[config.mk]
export PLATFORM = sky130hd
export DESIGN_NAME = user_tlp_encoder_flat
export DESIGN_NICKNAME = d
export VERILOG_FILES = /design/src/rtl/user_tlp_encoder_if.sv /design/src/rtl/user_tlp_encoder.sv /design/src/flat_wrapper.sv
export SDC_FILE = /design/constraint.sdc
export NUM_CORES = 1
export LEC_CHECK = 0
export BUFFER_PORTS_ARGS = -buffer_cell sky130_fd_sc_hd__buf_2
export CAP_MARGIN = 20
export CORE_MARGIN = 5
export CORE_UTILIZATION = 50
export DETAILED_ROUTE_END_ITERATION = 7
export PLACE_DENSITY = 0.86
export SLEW_MARGIN = 20
export SYNTH_ARGS = -nofsm -noshare
export SYNTH_HDL_FRONTEND = slang
export SYNTH_SLANG_ARGS = --single-unit
[constraint.sdc]
create_clock -name user_clk -period 3.8 [get_ports user_clk]
set_input_delay 0.38 -clock user_clk [delete_from_list [all_inputs] [get_ports user_clk]]
set_output_delay 0.38 -clock user_clk [all_outputs]
set_load 0.005 [all_outputs]
[src/rtl/user_tlp_encoder_if.sv]
// Requester Request (RQ) AXI-Stream channel between the TLP encoder (master)
// and the PCIe core (slave).
interface user_tlp_encoder_if #(
    parameter int C_DATA_WIDTH        = 64,
    parameter int KEEP_WIDTH          = C_DATA_WIDTH / 32,
    parameter int AXI4_RQ_TUSER_WIDTH = 60
);
    logic [C_DATA_WIDTH-1:0]        s_axis_rq_tdata;
    logic [KEEP_WIDTH-1:0]          s_axis_rq_tkeep;
    logic                           s_axis_rq_tlast;
    logic                           s_axis_rq_tvalid;
    logic [AXI4_RQ_TUSER_WIDTH-1:0] s_axis_rq_tuser;
    logic                           s_axis_rq_tready;

    modport master (
        output s_axis_rq_tdata,
        output s_axis_rq_tkeep,
        output s_axis_rq_tlast,
        output s_axis_rq_tvalid,
        output s_axis_rq_tuser,
        input  s_axis_rq_tready
    );

    modport slave (
        input  s_axis_rq_tdata,
        input  s_axis_rq_tkeep,
        input  s_axis_rq_tlast,
        input  s_axis_rq_tvalid,
        input  s_axis_rq_tuser,
        output s_axis_rq_tready
    );
endinterface

[src/rtl/user_tlp_encoder.sv]
// Requester-request TLP encoder: single-DW MemRd/MemWr onto the RQ AXI-Stream.
// Define RQ_STALL_TIMEOUT_EN to build the tready stall watchdog behind tx_stall.
module user_tlp_encoder #(
    parameter int          TCQ                 = 1,
    parameter int          AXI4_RQ_TUSER_WIDTH = 60,
    parameter logic [15:0] REQUESTER_ID        = 16'h10EE,
    parameter int          C_DATA_WIDTH        = 64,
    parameter int          KEEP_WIDTH          = C_DATA_WIDTH / 32
) (
    input  logic                      user_clk,
    input  logic                      reset_n,
    user_tlp_encoder_if.master        rq,
    input  logic                      tx_start,
    input  logic                      tx_type,
    input  logic [7:0]                tx_tag,
    input  logic [63:0]               tx_addr,
    input  logic [31:0]               tx_data,
    output logic                      tx_busy,
    output logic                      tx_done,
    output logic                      tx_stall
);
    // state | meaning
    // IDLE  | no command in flight, waiting for tx_start
    // BEAT0 | descriptor (128-bit) or descriptor DW0-1 (64-bit)
    // BEAT1 | payload (128-bit) or descriptor DW2-3 (64-bit)
    // BEAT2 | payload (64-bit only)
    typedef enum logic [1:0] {
        IDLE  = 2'd0,
        BEAT0 = 2'd1,
        BEAT1 = 2'd2,
        BEAT2 = 2'd3
    } state_t;

    state_t       state;
    state_t       state_nxt;
    logic         cmd_type;
    logic [7:0]   cmd_tag;
    logic [61:0]  cmd_addr;
    logic [31:0]  cmd_data;
    logic         done;
    logic         active;
    logic         accept;
    logic         last_beat;
    logic [127:0] desc;
    logic         unused_addr_lsb;

    if (C_DATA_WIDTH != 64 && C_DATA_WIDTH != 128) begin : g_bad_width
        $error("user_tlp_encoder: C_DATA_WIDTH must be 64 or 128");
    end
    if (KEEP_WIDTH != C_DATA_WIDTH / 32) begin : g_bad_keep
        $error("user_tlp_encoder: KEEP_WIDTH must equal C_DATA_WIDTH/32");
    end
    if (TCQ < 0) begin : g_bad_tcq
        $error("user_tlp_encoder: TCQ must be non-negative");
    end

    assign unused_addr_lsb = ^tx_addr[1:0];

    assign active = (state != IDLE);
    assign accept = active && rq.s_axis_rq_tready;

    if (C_DATA_WIDTH == 128) begin : g_last128
        assign last_beat = (state == BEAT1) || (state == BEAT0 && !cmd_type);
    end else begin : g_last64
        assign last_beat = (state == BEAT2) || (state == BEAT1 && !cmd_type);
    end

    always_ff @(posedge user_clk) begin
        if (!reset_n) begin
            state <= IDLE;
        end else begin
            state <= state_nxt;
        end
    end

    always_comb begin
        state_nxt = state;
        case (state)
            IDLE:    if (tx_start) state_nxt = BEAT0;
            BEAT0:   if (accept) state_nxt = last_beat ? IDLE : BEAT1;
            BEAT1:   if (accept) state_nxt = last_beat ? IDLE : BEAT2;
            BEAT2:   if (accept) state_nxt = IDLE;
            default: state_nxt = IDLE;
        endcase
    end

    // Command is captured only from IDLE, so a strobe while busy is dropped.
    always_ff @(posedge user_clk) begin
        if (!reset_n) begin
            cmd_type <= 1'b0;
            cmd_tag  <= 8'h00;
            cmd_addr <= '0;
            cmd_data <= 32'h0;
            done     <= 1'b0;
        end else begin
            done <= accept && last_beat;
            if (state == IDLE && tx_start) begin
                cmd_type <= tx_type;
                cmd_tag  <= tx_tag;
                cmd_addr <= tx_addr[63:2];
                cmd_data <= tx_data;
            end
        end
    end

    assign desc = {1'b0, 3'b000, 3'b000, 1'b0, 16'h0000, cmd_tag, REQUESTER_ID,
                   1'b0, 3'b000, cmd_type, 11'd1, cmd_addr, 2'b00};

    assign tx_busy = active;
    assign tx_done = done;

    assign rq.s_axis_rq_tvalid = active;
    assign rq.s_axis_rq_tuser  = active ? AXI4_RQ_TUSER_WIDTH'(8'h0F) : '0;

    if (C_DATA_WIDTH == 128) begin : g_out128
        always_comb begin
            rq.s_axis_rq_tdata = '0;
            rq.s_axis_rq_tkeep = '0;
            rq.s_axis_rq_tlast = 1'b0;
            case (state)
                BEAT0: begin
                    rq.s_axis_rq_tdata = desc;
                    rq.s_axis_rq_tkeep = KEEP_WIDTH'(4'hF);
                    rq.s_axis_rq_tlast = !cmd_type;
                end
                BEAT1: begin
                    rq.s_axis_rq_tdata = {96'h0, cmd_data};
                    rq.s_axis_rq_tkeep = KEEP_WIDTH'(4'h1);
                    rq.s_axis_rq_tlast = 1'b1;
                end
                default: ;
            endcase
        end
    end else begin : g_out64
        always_comb begin
            rq.s_axis_rq_tdata = '0;
            rq.s_axis_rq_tkeep = '0;
            rq.s_axis_rq_tlast = 1'b0;
            case (state)
                BEAT0: begin
                    rq.s_axis_rq_tdata = desc[63:0];
                    rq.s_axis_rq_tkeep = KEEP_WIDTH'(2'b11);
                end
                BEAT1: begin
                    rq.s_axis_rq_tdata = desc[127:64];
                    rq.s_axis_rq_tkeep = KEEP_WIDTH'(2'b11);
                    rq.s_axis_rq_tlast = !cmd_type;
                end
                BEAT2: begin
                    rq.s_axis_rq_tdata = {32'h0, cmd_data};
                    rq.s_axis_rq_tkeep = KEEP_WIDTH'(2'b01);
                    rq.s_axis_rq_tlast = 1'b1;
                end
                default: ;
            endcase
        end
    end

`ifdef RQ_STALL_TIMEOUT_EN
    logic [15:0] stall_cnt;
    logic        stall_flag;

    // Flag is sticky across the rest of the packet; only a new command clears it.
    always_ff @(posedge user_clk) begin
        if (!reset_n) begin
            stall_cnt  <= 16'h0000;
            stall_flag <= 1'b0;
        end else begin
            if (!active || accept) begin
                stall_cnt <= 16'h0000;
            end else if (stall_cnt != 16'hFFFF) begin
                stall_cnt <= stall_cnt + 16'd1;
            end
            if (state == IDLE && tx_start) begin
                stall_flag <= 1'b0;
            end else if (stall_cnt == 16'hFFFF) begin
                stall_flag <= 1'b1;
            end
        end
    end

    assign tx_stall = stall_flag;
`else
    assign tx_stall = 1'b0;
`endif

endmodule

[src/flat_wrapper.sv]
// flat-port wrapper written by rule: the top's interface ports become plain ports
module user_tlp_encoder_flat 
#(
    parameter int          TCQ                 = 1,
    parameter int          AXI4_RQ_TUSER_WIDTH = 60,
    parameter logic [15:0] REQUESTER_ID        = 16'h10EE,
    parameter int          C_DATA_WIDTH        = 64,
    parameter int          KEEP_WIDTH          = C_DATA_WIDTH / 32
)
  (user_clk, reset_n, tx_start, tx_type, tx_tag, tx_addr, tx_data, tx_busy, tx_done, tx_stall, rq_s_axis_rq_tdata, rq_s_axis_rq_tkeep, rq_s_axis_rq_tlast, rq_s_axis_rq_tvalid, rq_s_axis_rq_tuser, rq_s_axis_rq_tready);
  user_tlp_encoder_if #(.C_DATA_WIDTH(C_DATA_WIDTH), .KEEP_WIDTH(KEEP_WIDTH), .AXI4_RQ_TUSER_WIDTH(AXI4_RQ_TUSER_WIDTH)) rq_i ();
  input  logic user_clk;
  input  logic reset_n;
  input  logic tx_start;
  input  logic tx_type;
  input  logic [7:0] tx_tag;
  input  logic [63:0] tx_addr;
  input  logic [31:0] tx_data;
  output logic tx_busy;
  output logic tx_done;
  output logic tx_stall;
  output wire logic [$bits(rq_i.s_axis_rq_tdata)-1:0] rq_s_axis_rq_tdata;
  output wire logic [$bits(rq_i.s_axis_rq_tkeep)-1:0] rq_s_axis_rq_tkeep;
  output wire logic [$bits(rq_i.s_axis_rq_tlast)-1:0] rq_s_axis_rq_tlast;
  output wire logic [$bits(rq_i.s_axis_rq_tvalid)-1:0] rq_s_axis_rq_tvalid;
  output wire logic [$bits(rq_i.s_axis_rq_tuser)-1:0] rq_s_axis_rq_tuser;
  input wire logic [$bits(rq_i.s_axis_rq_tready)-1:0] rq_s_axis_rq_tready;
  assign rq_s_axis_rq_tdata = rq_i.s_axis_rq_tdata;
  assign rq_s_axis_rq_tkeep = rq_i.s_axis_rq_tkeep;
  assign rq_s_axis_rq_tlast = rq_i.s_axis_rq_tlast;
  assign rq_s_axis_rq_tvalid = rq_i.s_axis_rq_tvalid;
  assign rq_s_axis_rq_tuser = rq_i.s_axis_rq_tuser;
  assign rq_i.s_axis_rq_tready = rq_s_axis_rq_tready;
  user_tlp_encoder #(.TCQ(TCQ), .AXI4_RQ_TUSER_WIDTH(AXI4_RQ_TUSER_WIDTH), .REQUESTER_ID(REQUESTER_ID), .C_DATA_WIDTH(C_DATA_WIDTH), .KEEP_WIDTH(KEEP_WIDTH)) u_core (.user_clk(user_clk), .reset_n(reset_n), .rq(rq_i), .tx_start(tx_start), .tx_type(tx_type), .tx_tag(tx_tag), .tx_addr(tx_addr), .tx_data(tx_data), .tx_busy(tx_busy), .tx_done(tx_done), .tx_stall(tx_stall));
endmodule
# Word-level counts from Yosys, hierarchy flattened
# Index checks and enable logic that the tools add are counted.
[totals]
in_bits = 109
output_inout_bits = 131
word_cells = 34
regBits = 106
latch_bits = 0
mem_bits_rw = 0
romBits = 0
n_memories = 0
[op_classes]
shift = 0
n_mux = 11
n_mul = 0
n_eq_ne = 7
reduce_logical = 10
div_mod_pow = 0
order_cmp = 0
add_sub_neg = 0
bitwise = 0
[op_table]
columns = ["cell", "n"]
rows = [
  ["case mux 64 bit (3 select lines)", 1],
  ["2-to-1 mux 2 bit", 6],
  ["case mux 2 bit (4 select lines)", 1],
  ["!= test 2 x 1 -> 1 bit (second input constant)", 3],
  ["== test 2 bit (second input constant)", 2],
  ["logical AND 1 bit", 4],
  ["2-to-1 mux 4 bit", 1],
  ["case mux 2 bit (2 select lines)", 1],
  ["AND reduction 4 bit", 1],
  ["== test 2 x 1 -> 1 bit (second input constant)", 1],
  ["zero test 2 bit", 1],
  ["!= test 2 bit (second input constant)", 1],
  ["case mux 1 bit (2 select lines)", 1],
  ["nonzero test 2 bit", 1],
  ["OR reduction 2 bit", 1],
  ["zero test 1 bit", 1],
  ["logical OR 1 bit", 1],
]

# Depth between registers and ports, before layout
[logic_depth]
ltp_word = 6
ltp_mapped = 8

# Least setup slack after synthesis
# No wires, ideal clock.
[synth_path]
path_kind = "register to output"
start = "register u_core.state[1]"
end = "output port rq_s_axis_rq_tdata[17]"
path_slack_ns = 2.056
required_ns = 3.420
arrival_ns = 1.364
n_path_buf = 2
path_stages_with_launch = 7
cell_sequence = "dfxtp_1 -> inv_1 -> ha_1 -> buf_4 -> clkbuf_1 -> a221oi_1 -> nor2_1"
[synth_via]
elab_chain_cells = 2
elab_cells_between_ends = 4
cone_classes = "3 x eq/ne; 1 x mux"
[synth_rtl]
columns = ["item", "line", "text"]
rows = [
  ["start: declaration", "user_tlp_encoder.sv:34", "state_t state;"],
  ["start signal: assignment", "user_tlp_encoder.sv:72", "state <= state_nxt;"],
  ["== test 2 bit or == test 2 x 1 -> 1 bit (tied branches)", "user_tlp_encoder.sv:139", "case (state)"],
  ["case mux 64 bit (3 select lines) *", "user_tlp_encoder.sv:139", ""],
  ["end: declaration", "flat_wrapper.sv:22", "output wire logic [$bits(rq_i.s_axis_rq_tdata)-1:0] rq_s_axis_rq_tdata;"],
]
# Mark *: on every way between the ends. The rest lies on a longest branch, timed or not.

# Worst setup path after layout
[layout_path]
start = "register u_core.state[0]"
end = "output port rq_s_axis_rq_tdata[9]"
# Same word-level chain as after synthesis.

==> results.json <==
{
  "arrival_ns": 2.34,
  "worst_ir_drop_vdd_v": 0.0006499,
  "fin_hold_ws_ns": 0.2418,
  "worst_ep_required_time_ns": 3.42,
  "htreeDepth": 3,
  "place_ws_ns": 1.472,
  "path_class": "flip-flop to output port",
  "grt_max_degree": 104,
  "ctsLongestPathBuffers": 2,
  "start_util": 0.5100,
  "dp_hpwl_um": 8745,
  "endpoint_kind": "output port",
  "slew_headroom": 0.3633,
  "clock_latency_ns": 0.35,
  "synth_cells": 662,
  "dr.pass1.iters": 5,
  "drt-initial-drc-count": 274,
  "stdcell_area_sq_um": 5806,
  "hold_buffers": 0,
  "setup_tns_ns": 0,
  "crit_start": "u_core.state[0]$_SDFFE_PN0P_",
  "crit_fanout": 22,
  "p_leak_uw": 0.002673,
  "final_common_cell": "nand2_1",
  "max_clock_freq_ghz": 0.3677,
  "ys_warn_count": 0,
  "fin_ws_ns": 1.080,
  "netlist_area_sq_um": 4962,
  "num-fill-cells": 965,
  "r2r-end": "u_core.state[1]$_SDFFE_PN0P_",
  "routed_via_density": 4.906,
  "via_count": 4607,
  "post-cts-setup-buffers": 0,
  "rr_startpoint": "u_core.state[1]$_SDFFE_PN0P_",
  "final_hold_viol_count": 0,
  "period_needed_ns": 2.720,
  "min_period_over_period": 0.7157,
  "io_buffers": 180,
  "ys_ff_latch": 106,
  "grt-ovfl-total": 0,
  "report.final.setup_viol": 0,
  "power_density_nw_per_um2": 550.5,
  "remaining_drc_errors": 0,
  "die_h_um": 109.6,
  "die_w_um": 109.6,
  "fin_nets": 915,
  "ys_seq_area_frac": 0.4276,
  "routed_wl_um": 12800,
  "synth.distinct_cells": 28,
  "postPlaceCellArea_sq_um": 5580,
  "die-area_sq_um": 12020,
  "clkTransAtPathRegs_ns": 0.11,
  "cap_viol_max_count": 0,
  "grt_pass1_vias": 4047,
  "drive_gt1_frac": 0.2609,
  "r2r_cells": 6,
  "final_cell_mix": "nand2_1 (207), buf_2 (180), dfxtp_1 (106)",
  "final_antenna_net_count": 0,
  "cts_tree": "done",
  "start_kind": "flip-flop",
  "multi_input_area_sq_um": 2333,
  "final-seq-area_sq_um": 2122,
  "drv_slew": 0,
  "r2r_slack_ns": 1.55,
  "status": "complete, no violations",
  "clkSinkCount": 106,
  "finClkSkew_ns": 0.009663,
  "cts_buffers": 9,
  "design.core.area_sq_um": 9729,
  "ctsResizeCount": 0,
  "synth.avg_cell_area_sq_um": 7.496,
  "antenna_found_initial": 3,
  "worst_pin_slew_ns": 0.9550,
  "wl_per_cell_um": 13.63,
  "place_congestion": 0.7785,
  "area_growth_pct": 16.99,
  "pin_count": 240,
  "grt_usage": 0.2004,
  "rsz0062_at_grt": "no",
  "hp-class": "input pin to flip-flop",
  "root_buffer": "clkbuf_8",
  "grt_pass1_wl_um": 19350,
  "placed_cells": 921,
  "endpoint": "rq_s_axis_rq_tdata[9]",
  "layoutNonFillerInstCount": 939,
  "row_count": 36
}
-- cells by family (layout without fill, tap and decap cells) --
kind of cell	after synthesis	in the layout	synth area share
AO/OA/AOI/OAI	145	145	0.1704
adder cells (fa/ha/maj)	6	6	0.01513
buffers and inverters	120	207	0.1493
flip-flops	106	106	0.4276
other	1	58	0.0007557
AND/OR/NAND/NOR	284	284	0.2368
-- worst min path at each step --
stage,from,end,slack [ns],depth (start not counted)
floorplan,u_core.cmd_addr[38]$_SDFFE_PN0P_,u_core.cmd_addr[38]$_SDFFE_PN0P_,0.43,2
global placement,u_core.cmd_addr[60]$_SDFFE_PN0P_,u_core.cmd_addr[60]$_SDFFE_PN0P_,0.44,2
detailed placement,u_core.cmd_data[1]$_SDFFE_PN0P_,u_core.cmd_data[1]$_SDFFE_PN0P_,0.44,2
CTS,tx_addr[4],u_core.cmd_addr[2]$_SDFFE_PN0P_,0.22,3
global route,tx_addr[29],u_core.cmd_addr[27]$_SDFFE_PN0P_,0.22,3
finish,tx_addr[26],u_core.cmd_addr[24]$_SDFFE_PN0P_,0.24,3
-- through the flow --
step	utilization	power (uW)
floorplan	-	2307
global placement	0.5736	2535
detailed placement	0.5736	2560
CTS	0.5927	3201
global route	0.5967	3433
finish	0.5967	3196
-- where the power goes --
group          switching (uW)  internal [uW]  total (uW)  leakage, uW
registers                92.0           1290        1380     0.000870
logic                     763            402        1170      0.00171
clock network             397            253         649    0.0000976
-- final cells by class --
type,instances,share of cell area
clock buffer,9,0.02134
clock inverter,7,0.01078
inverter,6,0.004095
multi-input combinational,492,0.4019
tap,133,0.02866
antenna,1,0.0004310
sequential,106,0.3655
timing repair buffer,185,0.1672
-- critical path: stages (launching register included) --
cell	delay, ns
dfxtp_1	0.44
ha_1	0.82
buf_4	0.35
a22oi_1	0.09
nor2_1	0.14
buf_2	0.14
-- flip-flops by register name, indices dropped and copies added (netlist names) --
signal and flops:
u_core.cmd_addr 62, u_core.state 2, u_core.cmd_type 1, u_core.tx_done 1
u_core.cmd_tag 8, u_core.cmd_data 32
-- synth_stat cells --
| library cell | number | area [sq um] |
|---|---|---|
| a22oi_1 | 30 | 225.2 |
| nor4_1 | 2 | 12.51 |
| nor4b_2 | 1 | 15.01 |
| o21ai_0 | 1 | 5.000 |
| inv_2 | 1 | 3.750 |
| clkbuf_1 | 24 | 90.09 |
| buf_2 | 13 | 65.06 |
| a211oi_2 | 1 | 12.51 |
| nor4_2 | 1 | 12.51 |
| ha_1 | 6 | 75.07 |
| nand3_1 | 1 | 5.000 |
| and3_1 | 1 | 6.260 |
| or3_4 | 1 | 11.26 |
| a31oi_1 | 1 | 6.260 |
| dfxtp_1 | 106 | 2122 |
| conb_1 | 1 | 3.750 |
| buf_4 | 73 | 548.0 |
| nor2b_1 | 1 | 6.260 |
| nand2_1 | 208 | 780.8 |
| nor2_1 | 40 | 150.1 |
| inv_1 | 5 | 18.77 |
| a21oi_1 | 103 | 515.5 |
| buf_1 | 4 | 15.01 |
| a222oi_1 | 1 | 10.01 |
| and2_1 | 27 | 168.9 |
| a221oi_1 | 7 | 61.31 |
| nand2b_1 | 1 | 6.260 |
| a41o_1 | 1 | 10.01 |
-- per-layer routing --
layer	track usage	share of wire	vias up
met2	0.3330	0.50	170
met4	0.06411	0.019	4
li1	-	-	2304
met5	0	0.0018	-
met3	0.05461	0.080	25
met1	0.2521	0.40	2104
Note: power is estimated with default switching activity, not from simulation.
